## src/rtl/mips_ctrl_pkg.sv

```systemverilog
// Shared encodings for the multicycle MIPS control unit:
// opcodes, mux selects, ALU ops, FSM states and the control bundle.
package mips_ctrl_pkg;

  localparam logic [5:0] OP_ALU_R = 6'h00;
  localparam logic [5:0] OP_J     = 6'h02;
  localparam logic [5:0] OP_BEQ   = 6'h04;
  localparam logic [5:0] OP_ADDI  = 6'h08;
  localparam logic [5:0] OP_LW    = 6'h23;
  localparam logic [5:0] OP_SW    = 6'h2B;

  localparam logic [5:0] FUNCT_MULT = 6'h18;

  typedef enum logic [1:0] {
    ALU_ADD   = 2'd0,
    ALU_SUB   = 2'd1,
    ALU_RTYPE = 2'd2
  } alu_op_e;

  typedef enum logic [1:0] {
    PC_ALU    = 2'd0,
    PC_ALUOUT = 2'd1,
    PC_JUMP   = 2'd2
  } pc_src_e;

  typedef enum logic [1:0] {
    SRCB_B       = 2'd0,
    SRCB_FOUR    = 2'd1,
    SRCB_IMM     = 2'd2,
    SRCB_IMM_SH2 = 2'd3
  } src_b_e;

  typedef enum logic [3:0] {
    S_RESET,
    S_FETCH,
    S_DECODE,
    S_MEM_ADDR,
    S_MEM_RD,
    S_MEM_WB,
    S_MEM_WR,
    S_EXEC_R,
    S_R_WB,
    S_EXEC_I,
    S_I_WB,
    S_BRANCH,
    S_JUMP,
    S_MULT_EXEC,
    S_MULT_WAIT
  } state_e;

  typedef struct packed {
    logic       pc_write;
    logic       pc_write_cond;
    logic [1:0] pc_source;
    logic       i_or_d;
    logic       mem_read;
    logic       mem_write;
    logic       ir_write;
    logic       mem_2_reg;
    logic       reg_dst;
    logic       reg_write;
    logic       alu_src_a;
    logic [1:0] alu_src_b;
    logic [1:0] alu_op;
    logic       mult_start;
    logic       illegal_op;
    logic       instr_done;
  } ctrl_t;

endpackage

```

## src/rtl/control_unit_mc_wait_counter.sv

```systemverilog
// Loadable down-counter used to time the multi-cycle multiplier.
// Saturates at zero and clears whenever it is not enabled.
module ctrl_wait_counter #(
  parameter int W = 3
) (
  input  logic         clk,
  input  logic         arst,
  input  logic         load,
  input  logic [W-1:0] load_val,
  input  logic         en,
  output logic [W-1:0] count,
  output logic         term
);

  always_ff @(posedge clk or posedge arst) begin
    if (arst) begin
      count <= '0;
    end else if (load) begin
      count <= load_val;
    end else if (!en) begin
      count <= '0;
    end else if (count != '0) begin
      count <= count - W'(1);
    end
  end

  assign term = (count == W'(1));

endmodule

```

## src/rtl/control_unit_mc.sv

```systemverilog
// Multicycle MIPS control FSM (Moore) with memory-ready
// stalls and a parametrised multiplier wait.
module control_unit_mc
  import mips_ctrl_pkg::*;
#(
  parameter int MULT_LATENCY = 4,
  parameter bit ENABLE_MULT  = 1'b1
) (
  input  logic       clk,
  input  logic       arst,
  input  logic [5:0] opcode,
  input  logic [5:0] funct,
  input  logic       mem_ready,
  output logic       pc_write,
  output logic       pc_write_cond,
  output logic [1:0] pc_source,
  output logic       i_or_d,
  output logic       mem_read,
  output logic       mem_write,
  output logic       ir_write,
  output logic       mem_2_reg,
  output logic       reg_dst,
  output logic       reg_write,
  output logic       alu_src_a,
  output logic [1:0] alu_src_b,
  output logic [1:0] alu_op,
  output logic       mult_start,
  output logic       illegal_op,
  output logic       instr_done
);

  localparam int CNT_W = $clog2(MULT_LATENCY + 1);
  localparam logic [CNT_W-1:0] CNT_INIT =
    CNT_W'(MULT_LATENCY - 1);

  state_e state;
  state_e state_nxt;
  ctrl_t  c;

  logic             cnt_load;
  logic             cnt_en;
  logic [CNT_W-1:0] cnt;
  logic             cnt_term;

  logic is_mem;
  logic is_addi;
  logic is_beq;
  logic is_j;
  logic is_mult;
  logic is_r;

  assign is_mem  = (opcode == OP_LW) || (opcode == OP_SW);
  assign is_addi = (opcode == OP_ADDI);
  assign is_beq  = (opcode == OP_BEQ);
  assign is_j    = (opcode == OP_J);
  assign is_mult = (opcode == OP_ALU_R) &&
                   (funct == FUNCT_MULT) && ENABLE_MULT;
  // MULT is never plain R-type, so a disabled MULT is illegal
  assign is_r    = (opcode == OP_ALU_R) &&
                   (funct != FUNCT_MULT);

  ctrl_wait_counter #(
    .W (CNT_W)
  ) u_wait (
    .clk      (clk),
    .arst     (arst),
    .load     (cnt_load),
    .load_val (CNT_INIT),
    .en       (cnt_en),
    .count    (cnt),
    .term     (cnt_term)
  );

  always_ff @(posedge clk or posedge arst) begin
    if (arst) state <= S_RESET;
    else      state <= state_nxt;
  end

  always_comb begin
    state_nxt = state;
    c         = '0;
    cnt_load  = 1'b0;
    cnt_en    = 1'b0;
    unique case (state)
      S_RESET: state_nxt = S_FETCH;
      S_FETCH: begin
        c.mem_read  = 1'b1;
        c.alu_src_b = SRCB_FOUR;
        c.alu_op    = ALU_ADD;
        c.pc_source = PC_ALU;
        c.ir_write  = mem_ready;
        c.pc_write  = mem_ready;
        if (mem_ready) state_nxt = S_DECODE;
      end
      S_DECODE: begin
        c.alu_src_b = SRCB_IMM_SH2;
        c.alu_op    = ALU_ADD;
        unique case (1'b1)
          is_mem:  state_nxt = S_MEM_ADDR;
          is_addi: state_nxt = S_EXEC_I;
          is_beq:  state_nxt = S_BRANCH;
          is_j:    state_nxt = S_JUMP;
          is_mult: state_nxt = S_MULT_EXEC;
          is_r:    state_nxt = S_EXEC_R;
          default: begin
            c.illegal_op = 1'b1;
            c.instr_done = 1'b1;
            state_nxt    = S_FETCH;
          end
        endcase
      end
      S_MEM_ADDR: begin
        c.alu_src_a = 1'b1;
        c.alu_src_b = SRCB_IMM;
        c.alu_op    = ALU_ADD;
        state_nxt   = (opcode == OP_SW) ? S_MEM_WR
                                        : S_MEM_RD;
      end
      S_MEM_RD: begin
        c.mem_read = 1'b1;
        c.i_or_d   = 1'b1;
        if (mem_ready) state_nxt = S_MEM_WB;
      end
      S_MEM_WB: begin
        c.reg_write  = 1'b1;
        c.mem_2_reg  = 1'b1;
        c.instr_done = 1'b1;
        state_nxt    = S_FETCH;
      end
      S_MEM_WR: begin
        c.mem_write = 1'b1;
        c.i_or_d    = 1'b1;
        if (mem_ready) begin
          c.instr_done = 1'b1;
          state_nxt    = S_FETCH;
        end
      end
      S_EXEC_R: begin
        c.alu_src_a = 1'b1;
        c.alu_src_b = SRCB_B;
        c.alu_op    = ALU_RTYPE;
        state_nxt   = S_R_WB;
      end
      S_R_WB: begin
        c.reg_write  = 1'b1;
        c.reg_dst    = 1'b1;
        c.instr_done = 1'b1;
        state_nxt    = S_FETCH;
      end
      S_EXEC_I: begin
        c.alu_src_a = 1'b1;
        c.alu_src_b = SRCB_IMM;
        c.alu_op    = ALU_ADD;
        state_nxt   = S_I_WB;
      end
      S_I_WB: begin
        c.reg_write  = 1'b1;
        c.instr_done = 1'b1;
        state_nxt    = S_FETCH;
      end
      S_BRANCH: begin
        c.alu_src_a     = 1'b1;
        c.alu_src_b     = SRCB_B;
        c.alu_op        = ALU_SUB;
        c.pc_write_cond = 1'b1;
        c.pc_source     = PC_ALUOUT;
        c.instr_done    = 1'b1;
        state_nxt       = S_FETCH;
      end
      S_JUMP: begin
        c.pc_write   = 1'b1;
        c.pc_source  = PC_JUMP;
        c.instr_done = 1'b1;
        state_nxt    = S_FETCH;
      end
      S_MULT_EXEC: begin
        c.alu_src_a  = 1'b1;
        c.alu_src_b  = SRCB_B;
        c.alu_op     = ALU_RTYPE;
        c.mult_start = 1'b1;
        cnt_load     = 1'b1;
        state_nxt    = (MULT_LATENCY == 1) ? S_R_WB
                                           : S_MULT_WAIT;
      end
      S_MULT_WAIT: begin
        cnt_en = 1'b1;
        if (cnt_term) state_nxt = S_R_WB;
      end
      default: state_nxt = S_RESET;
    endcase
  end

  assign pc_write      = c.pc_write;
  assign pc_write_cond = c.pc_write_cond;
  assign pc_source     = c.pc_source;
  assign i_or_d        = c.i_or_d;
  assign mem_read      = c.mem_read;
  assign mem_write     = c.mem_write;
  assign ir_write      = c.ir_write;
  assign mem_2_reg     = c.mem_2_reg;
  assign reg_dst       = c.reg_dst;
  assign reg_write     = c.reg_write;
  assign alu_src_a     = c.alu_src_a;
  assign alu_src_b     = c.alu_src_b;
  assign alu_op        = c.alu_op;
  assign mult_start    = c.mult_start;
  assign illegal_op    = c.illegal_op;
  assign instr_done    = c.instr_done;

endmodule
```

## config.mk

```make
export PLATFORM = sky130hd
export DESIGN_NAME = control_unit_mc
export DESIGN_NICKNAME = d
export VERILOG_FILES = /design/src/rtl/mips_ctrl_pkg.sv /design/src/rtl/control_unit_mc_wait_counter.sv /design/src/rtl/control_unit_mc.sv
export SDC_FILE = /design/constraint.sdc
export NUM_CORES = 1
export LEC_CHECK = 0
export ABC_AREA = 1
export CAP_MARGIN = 20
export CORE_MARGIN = 5
export CORE_UTILIZATION = 41
export DETAILED_ROUTE_END_ITERATION = 16
export GPL_TIMING_DRIVEN = 1
export PLACE_DENSITY = 0.78
export SLEW_MARGIN = 15
export SYNTH_ARGS = -nofsm -noshare
export SYNTH_HDL_FRONTEND = slang
export SYNTH_SLANG_ARGS = --single-unit
```

## constraint.sdc

```tcl
create_clock -name clk -period 1.45 [get_ports clk]
set_input_delay 0.29 -clock clk [delete_from_list [all_inputs] [get_ports clk]]
set_output_delay 0.29 -clock clk [all_outputs]
set_load 0.02 [all_outputs]
```

==> results of run 1 <==
cell usage after synthesis:
| library cell | instances | area, sq um |
|---|---|---|
| o211ai_1 | 1 | 7.51 |
| nor2_2 | 2 | 12.5 |
| nand4_1 | 2 | 12.5 |
| nor2_4 | 1 | 11.3 |
| inv_2 | 3 | 11.3 |
| nand2_1 | 46 | 173 |
| nor2_1 | 23 | 86.3 |
| a21oi_2 | 1 | 8.76 |
| a211oi_1 | 1 | 7.51 |
| inv_1 | 22 | 82.6 |
| nor3_1 | 3 | 15.0 |
| ha_1 | 3 | 37.5 |
| nand2_2 | 2 | 12.5 |
| buf_4 | 1 | 7.51 |
| buf_6 | 1 | 11.3 |
| nand2b_2 | 1 | 8.76 |
| xnor2_1 | 1 | 8.76 |
| nand3_1 | 10 | 50.1 |
| o21ai_0 | 7 | 35.0 |
| dfrtp_1 | 7 | 175 |
| a21oi_1 | 2 | 10.0 |
through the flow:
| step | area, sq um | cells | setup WS [ps] |
|---|---|---|---|
| 4_1_cts | 1520 | 239 | -220 |
| 2_1_floorplan | 785 | 140 | -14.5 |
| 3_3_place_gp | 1370 | 228 | -722 |
| 3_5_place_dp | 1370 | 228 | -759 |
cell families after synthesis:
kind of cell / Yosys count
XOR/XNOR: 1
AO/OA/AOI/OAI: 12
AND/OR/NAND/NOR: 90
buffers and inverters: 27
adder cells (fa/ha/maj): 3
flip-flops: 7
timing repair:
item / CTS
setup buffers: 7
endpoints found under the setup margin: 23
gates resized for setup: 149
pin swaps: 13
==> key figures, run 1 <==
Floorplanning
  • IO Pins: 34
  • Die Wd: between 50 and 60 microns
  • Starting Density: 0.445
  • Chip height: about 54 microns
  • Row cnt: 15

Synthesis
  • Post-synthesis sequential area ratio: 0.223
  • Cell area after synthesis: around 780 sq um
  • Net Count, Synth: approximately 160
  • Post-Synthesis Cells: between 100 and 150
  • Mean Syn Cell Area: 5.60 sq um
  • Yosys cell types: 21
  • Adder-cell share of the synthesized area: 0.0478
  • Compound-Gate Fraction of Synth Area: 0.0877
  • Mux contribution to synthesized area: 0
  • Yosys reg bits: 7
  • XOR/XNOR Fraction of Synth Area: 0.0112
  • Yosys warns: 0
  • Combinational family with the most area after synthesis: simple AND/OR/NAND/NOR gates
  • Simple-gate share of the synthesized area: 0.486

Outcome
  • Last stage: global routing
  • Error msg: [ERROR DPL-0033] detailed placement checks failed during check placement.
  • Run status: aborted with a tool error

Clocking
  • CTS sink cnt: 7
  • CTS root buf: clkbuf_4
  • H-tree levels: 1
  • CTS Buf Count: 3
  • Hold_buf cts: 0
  • Clock buffer depth: 2

STA
  • Worst ep type: top-level output
  • GR repair worst EP: alu_src_b[1]

GRT
  • Largest net degree at the start of global routing: 8
  • Initial antenna violation count: 0

Placement
  • GP Congestion: 0.868
  • HPWL after DPL: around 2.1 mm
  • IO Port Bufs: 33
==> run 2: changes to the inputs <==
Settings changed: CORE_AREA set to 5 5 66 68, CORE_MARGIN 5 to unset, CORE_UTILIZATION 41 to unset, DIE_AREA set to 0 0 71 73, PLACE_DENSITY 0.78 to unset, PLACE_DENSITY_LB_ADDON set to 0.15.
==> key figures, run 2 <==
Finish
  • Fin cells: 267
  • Core Util, Final: 0.449
  • Fillers: 398
  • Final net count: roughly 240
  • Share of layout cells above drive strength 1: 0.553
  • Most flop-heavy register: state
  • Top Registers: state x4, u_wait.count x3
  • Commonest cells after routing, fill and taps aside: buf_4, nand2_1, nor2_1, nand2_2, buf_6
  • FF+latch area: 180 sq um
  • Multi-input logic area: 672 sq um
  • Area delta synth->final: 118%
  • Most common cell after layout, fill and taps aside: buf_4
  • Diodes inserted: 0
  • Max reg flops: 4

Clocking
  • CTS root buf: clkbuf_8
  • CTS tree: built
  • CTS sink cnt: 7
  • Clk Latency, worst-skew pair: ~220 ps
  • H-tree levels: 1
  • Hold_buf cts: 0
  • CTS Buf Count: 3
  • Clock buffer depth: 2
  • CTS clk-pin slew, worst paths: around 40 ps

Synthesis
  • Count leader, synth: nand2_1
  • Area contributors post-synth: dfrtp_1, nand2_1, nor2_1
  • Net Count, Synth: about 160
  • Area share of the largest cell type after synthesis: 0.223
  • Post-synthesis sequential area ratio: 0.223
  • Cell area after synthesis: approximately 780 sq um
  • Post-Synthesis Cells: 140
  • Top post-synthesis cells by count: nand2_1, nor2_1, inv_1
  • Yosys warns: 0
  • EDFF count, synth: 0
  • Yosys reg bits: 7
  • Synth Flop Type: dfrtp_1
  • Yosys cell types: 21
  • Area leader, netlist: dfrtp_1
  • Mean Syn Cell Area: roughly 5.6 sq um
  • Async SR Flop Fraction: 1.00

STA
  • Hold Vio Cnt, Final: 0
  • Setup ws final: -214 ps
  • RSZ-0062 raised after global routing: yes
  • Least-Margin Pin Slew: about 260 ps
  • Clock skew: about 1.4 ps
  • Tmin final: around 1700 ps
  • Setup violators final: 19
  • Relative slew slack: 0.828
  • Period utilisation layout: 1.15
  • Setup TNS Final: -2510 ps
  • Final Max Slew Viols: 0
  • Max Fclk: 601 MHz

Placement
  • IO Port Bufs: 33
  • Post-Place Cells: around 260
  • GP Congestion: 0.840
  • HPWL after DPL: about 2.1 mm
  • Pre-CTS setup slack: -783 ps

GRT
  • Vias in the first global route: about 1,100
  • Largest net degree at the start of global routing: 8
  • Global route overflow: 0
  • Initial antenna violation count: 0
  • First-pass GRT wire length: approximately 4.8 mm
  • Total Routing Usage GR: 0.110

Outcome
  • Run status: finished with violations
  • Failing checks: setup timing

Floorplanning
  • Die Wd: 71 microns
  • IO Pins: 34
  • Chip height: 73 microns
  • Starting Density: 0.207
  • Row cnt: 23
  • Die ar.: 5180 sq um
  • Core area: 3800 sq um

Flow run
  • Max-cap violations: 0

Critical path
  • WP data arrival: 1370 ps
  • Endpoint class of the critical path: output port
  • CP Launch Type: flip-flop
  • Setup Crit Path Kind: flip-flop to output port
  • CP Cell Sequence: nor2_4 > buf_4 > nand2_4 > o21ai_2 > buf_6
  • Max incr delay on CP: about 480 ps
  • Required time worst endpoint: 1160 ps
  • Cell at the slowest stage of the critical path: dfrtp_2
  • Crit-path max FO: 5

Route
  • DR vias/cell: between 4 and 5
  • Starting DRC count in detailed routing: 39
  • Routed Antenna Nets: 0
  • Vias post-DR: 1,134
  • WL per Instance: approximately 11 microns
  • Drt pass-1 iters: 4
  • WL final: ~2.9 mm
  • Drc violations: 0

Pwr
  • Power Density: between 1500 and 2000 nW/um^2
  • Worst-case vdd ir drop: between 0.8 and 0.9 mV
  • Static Leak: approximately 0.93 nW

Worst hold path
  • Hold Path Class: primary input to async pin
-- run 2: logic make-up after synthesis --
family / Yosys count / share of synthesized area
buffers and inverters: 27 / 0.144
DFF: 7 / 0.223
adders and majority gates: 3 / 0.0479
and+or+nand+nor: 90 / 0.486
xor gates and xnor gates: 1 / 0.0112
AOI/OAI and AO/OA: 12 / 0.0877
-- run 2: critical path: cells and delay by family, from the launching register on --
| family | cells | cell delay, ps |
|---|---|---|
| AND/OR/NAND/NOR | 2 | 240 |
| flip-flops | 1 | 480 |
| buffers and inverters | 2 | 260 |
| AO/OA/AOI/OAI | 1 | 170 |
-- run 2: worst paths after layout --
check	start	cells past startpoint	slack, ps	endpoint
worst min-delay path	arst	2	300	state[0]
worst min register to register	u_wait.count[2]	2	560	u_wait.count[2]
worst max register to register	state[3]	9	50	state[0]
max in group asynchronous	arst	2	930	state[2]
min in group clk	u_wait.count[2]	2	560	u_wait.count[2]
worst max-delay path	state[3]	5	-210	pc_write
-- run 2: stage by stage --
| step | total power, mW | hold slack [ps] | cell area, sq um |
|---|---|---|---|
| floorplan | 1.09 | 93.4 | 785 |
| global placement | 1.92 | 535 | 1420 |
| detailed placement | 1.92 | 538 | 1420 |
| CTS | 2.41 | 305 | 1590 |
| global route | 2.78 | 330 | 1710 |
| finish | 2.58 | 297 | 1710 |
-- run 2: layer usage --
layer	wire, microns	up-vias	GRT usage
li1	-	586	-
met1	1150	530	0.119
met2	1590	16	0.219
met3	109	2	0.0317
met4	6	0	0.0104
met5	0	-	0
-- run 2: layout make-up --
type / count / area share
multi-input cells: 106 / 0.394
clock buffers: 4 / 0.0264
flip-flops and latches: 7 / 0.106
inverters: 25 / 0.0579
repair buffers: 75 / 0.380
well taps: 50 / 0.0367
-- run 2: report_power, final --
| part | internal (mW) | leakage (nW) | total (mW) | switching (mW) |
|---|---|---|---|---|
| clock | 0.189 | 0.0228 | 0.263 | 0.0738 |
| sequential | 0.254 | 0.0878 | 0.375 | 0.121 |
| combinational | 0.960 | 0.818 | 1.95 | 0.987 |
-- run 2: timing repair --
action | in CTS | in global routing
resized for setup | 143 | 32
pin swaps | 10 | 7
setup buffers | 6 | 3
setup endpoints to repair | 21 | 25
No activity file was read; power rests on OpenSTA's default activity.
==> run 3: changes to the inputs <==
Settings changed: SETUP_SLACK_MARGIN set to 0.3.
==> key figures, run 3 (synthesis gave the netlist of run 2 again) <==
Finish
  • Core Util, Final: 0.470
  • Fin cells: about 270
  • Share of layout cells above drive strength 1: 0.567
  • Area delta synth->final: 128%
  • Final net count: around 230
  • Top Registers: state x4, u_wait.count x3
  • Most flop-heavy register: state
  • Max reg flops: 4
  • Diodes inserted: 0
  • Fillers: 404
  • Most common cell after layout, fill and taps aside: buf_4
  • Commonest cells after routing, fill and taps aside: buf_4, nand2_1, buf_6, inv_1, nor2_1

Floorplanning
  • Chip height: approximately 73 microns
  • IO Pins: 34
  • Die ar.: around 5200 sq um
  • Row cnt: 23
  • Core area: ~3800 sq um
  • Starting Density: 0.207
  • Die Wd: ~70 microns

Critical path
  • Worst reg2reg endpoint: state[2]
  • Crit-path max FO: 6
  • Endpoint class of the critical path: output port
  • Launching point of the worst reg2reg path: state[1]
  • Required time worst endpoint: 1160 ps
  • Cells on worst reg2reg path: 10
  • R2R setup slack: -80 ps
  • CP Launch Type: flip-flop
  • WP data arrival: ~1400 ps
  • Setup Crit Path Kind: flip-flop to output port

Route
  • DR WL met3: 125 microns
  • Drc violations: 0
  • Routed Antenna Nets: 0
  • WL final: around 2.7 mm
  • Wire length on met2: roughly 1.4 mm
  • Drt pass-1 iters: 4
  • Highest routed layer: met4
  • DR vias/cell: slightly above 4
  • WL per Instance: slightly above 10 microns
  • Vias post-DR: around 1,100
  • WL met1: around 1.1 mm
  • Starting DRC count in detailed routing: 31

GRT
  • Total Routing Usage GR: 0.105
  • Global route overflow: 0
  • Initial antenna violation count: 0
  • Vias in the first global route: between 1,000 and 1,500
  • First-pass GRT wire length: between 4 and 5 mm
  • Largest net degree at the start of global routing: 8

STA
  • Period utilisation layout: 1.14
  • Tmin final: 1650 ps
  • Final Max Slew Viols: 0
  • Least-Margin Pin Slew: 274 ps
  • Clock skew: roughly 1.7 ps
  • Setup ws final: -200 ps
  • RSZ-0062 raised after global routing: yes
  • Max Fclk: 606 MHz
  • Hold Vio Cnt, Final: 0
  • Setup TNS Final: -2410 ps
  • Relative slew slack: 0.817
  • Setup violators final: 24

Pwr
  • Static Leak: 0.960 nW
  • Power Density: between 1500 and 2000 nW/um^2
  • Worst-case vdd ir drop: 0.580 mV

Placement
  • GP Congestion: approximately 0.81
  • HPWL after DPL: ~2.1 mm
  • Post-Place Cells: roughly 250
  • IO Port Bufs: 33

Clocking
  • Hold_buf cts: 0
  • Clk Latency, worst-skew pair: 220 ps
  • CTS Buf Count: 3
  • CTS tree: built
  • H-tree levels: 1
  • CTS sink cnt: 7
  • Clock buffer depth: 2
  • CTS root buf: clkbuf_8
  • CTS clk-pin slew, worst paths: ~40 ps

Outcome
  • Run status: finished with violations
  • Failing checks: setup timing

Worst hold path
  • Hold Path Class: primary input to async pin

Flow run
  • Max-cap violations: 0
-- run 3: how the worst max path moves through the flow --
stage                          from          to  slack [ps]  cells past startpoint
after CTS                  state[2]  instr_done        -190                      7
final                      state[3]  instr_done        -200                      6
after global routing       state[3]  instr_done        -270                      6
after detailed placement  opcode[2]  instr_done        -890                      6
after floorplan            state[1]  instr_done         190                      5
after global placement    opcode[2]  instr_done        -860                      6
-- run 3: where the power goes --
| part | switching [mW] | internal (mW) |
|---|---|---|
| clock | 0.0702 | 0.189 |
| sequential | 0.136 | 0.253 |
| combinational | 1.08 | 1.04 |
| total | 1.28 | 1.49 |
-- run 3: layer usage --
metal | vias up | track usage
li1 | 582 | -
met3 | 2 | 0.0165
met4 | 0 | 0.0188
met2 | 19 | 0.196
met5 | - | 0
met1 | 481 | 0.129
-- run 3: timing repair --
action / 4_1_cts / 5_1_grt
setup endpoints to repair: 26 / 26
pin swaps: 15 / 6
setup buffers: 9 / 3
resized for setup: 152 / 16
-- run 3: stage by stage --
stage	setup slack (ps)	power, mW	hold slack [ps]	area [sq um]
after floorplan	189	1.25	93.3	883
after global placement	-861	1.99	538	1460
after detailed placement	-895	2.00	542	1460
after CTS	-195	2.66	312	1700
after global routing	-270	2.97	336	1790
final	-200	2.77	303	1790
-- run 3: critical path: stages, from the launching register on --
cell and delay [ps]:
dfrtp_2 470, nor2_4 240, nand3_2 120, nand3_4 90, nor2_4 40, o21ai_4 40
buf_6 130
-- run 3: layout make-up --
type	instances	area, sq um	area share
Inverter	25	111	0.0624
Timing Repair Buffer	73	654	0.367
Sequential cell	7	180	0.101
Tap cell	50	62.6	0.0350
Multi-Input combinational cell	106	732	0.410
Clock buffer	4	45.0	0.0252
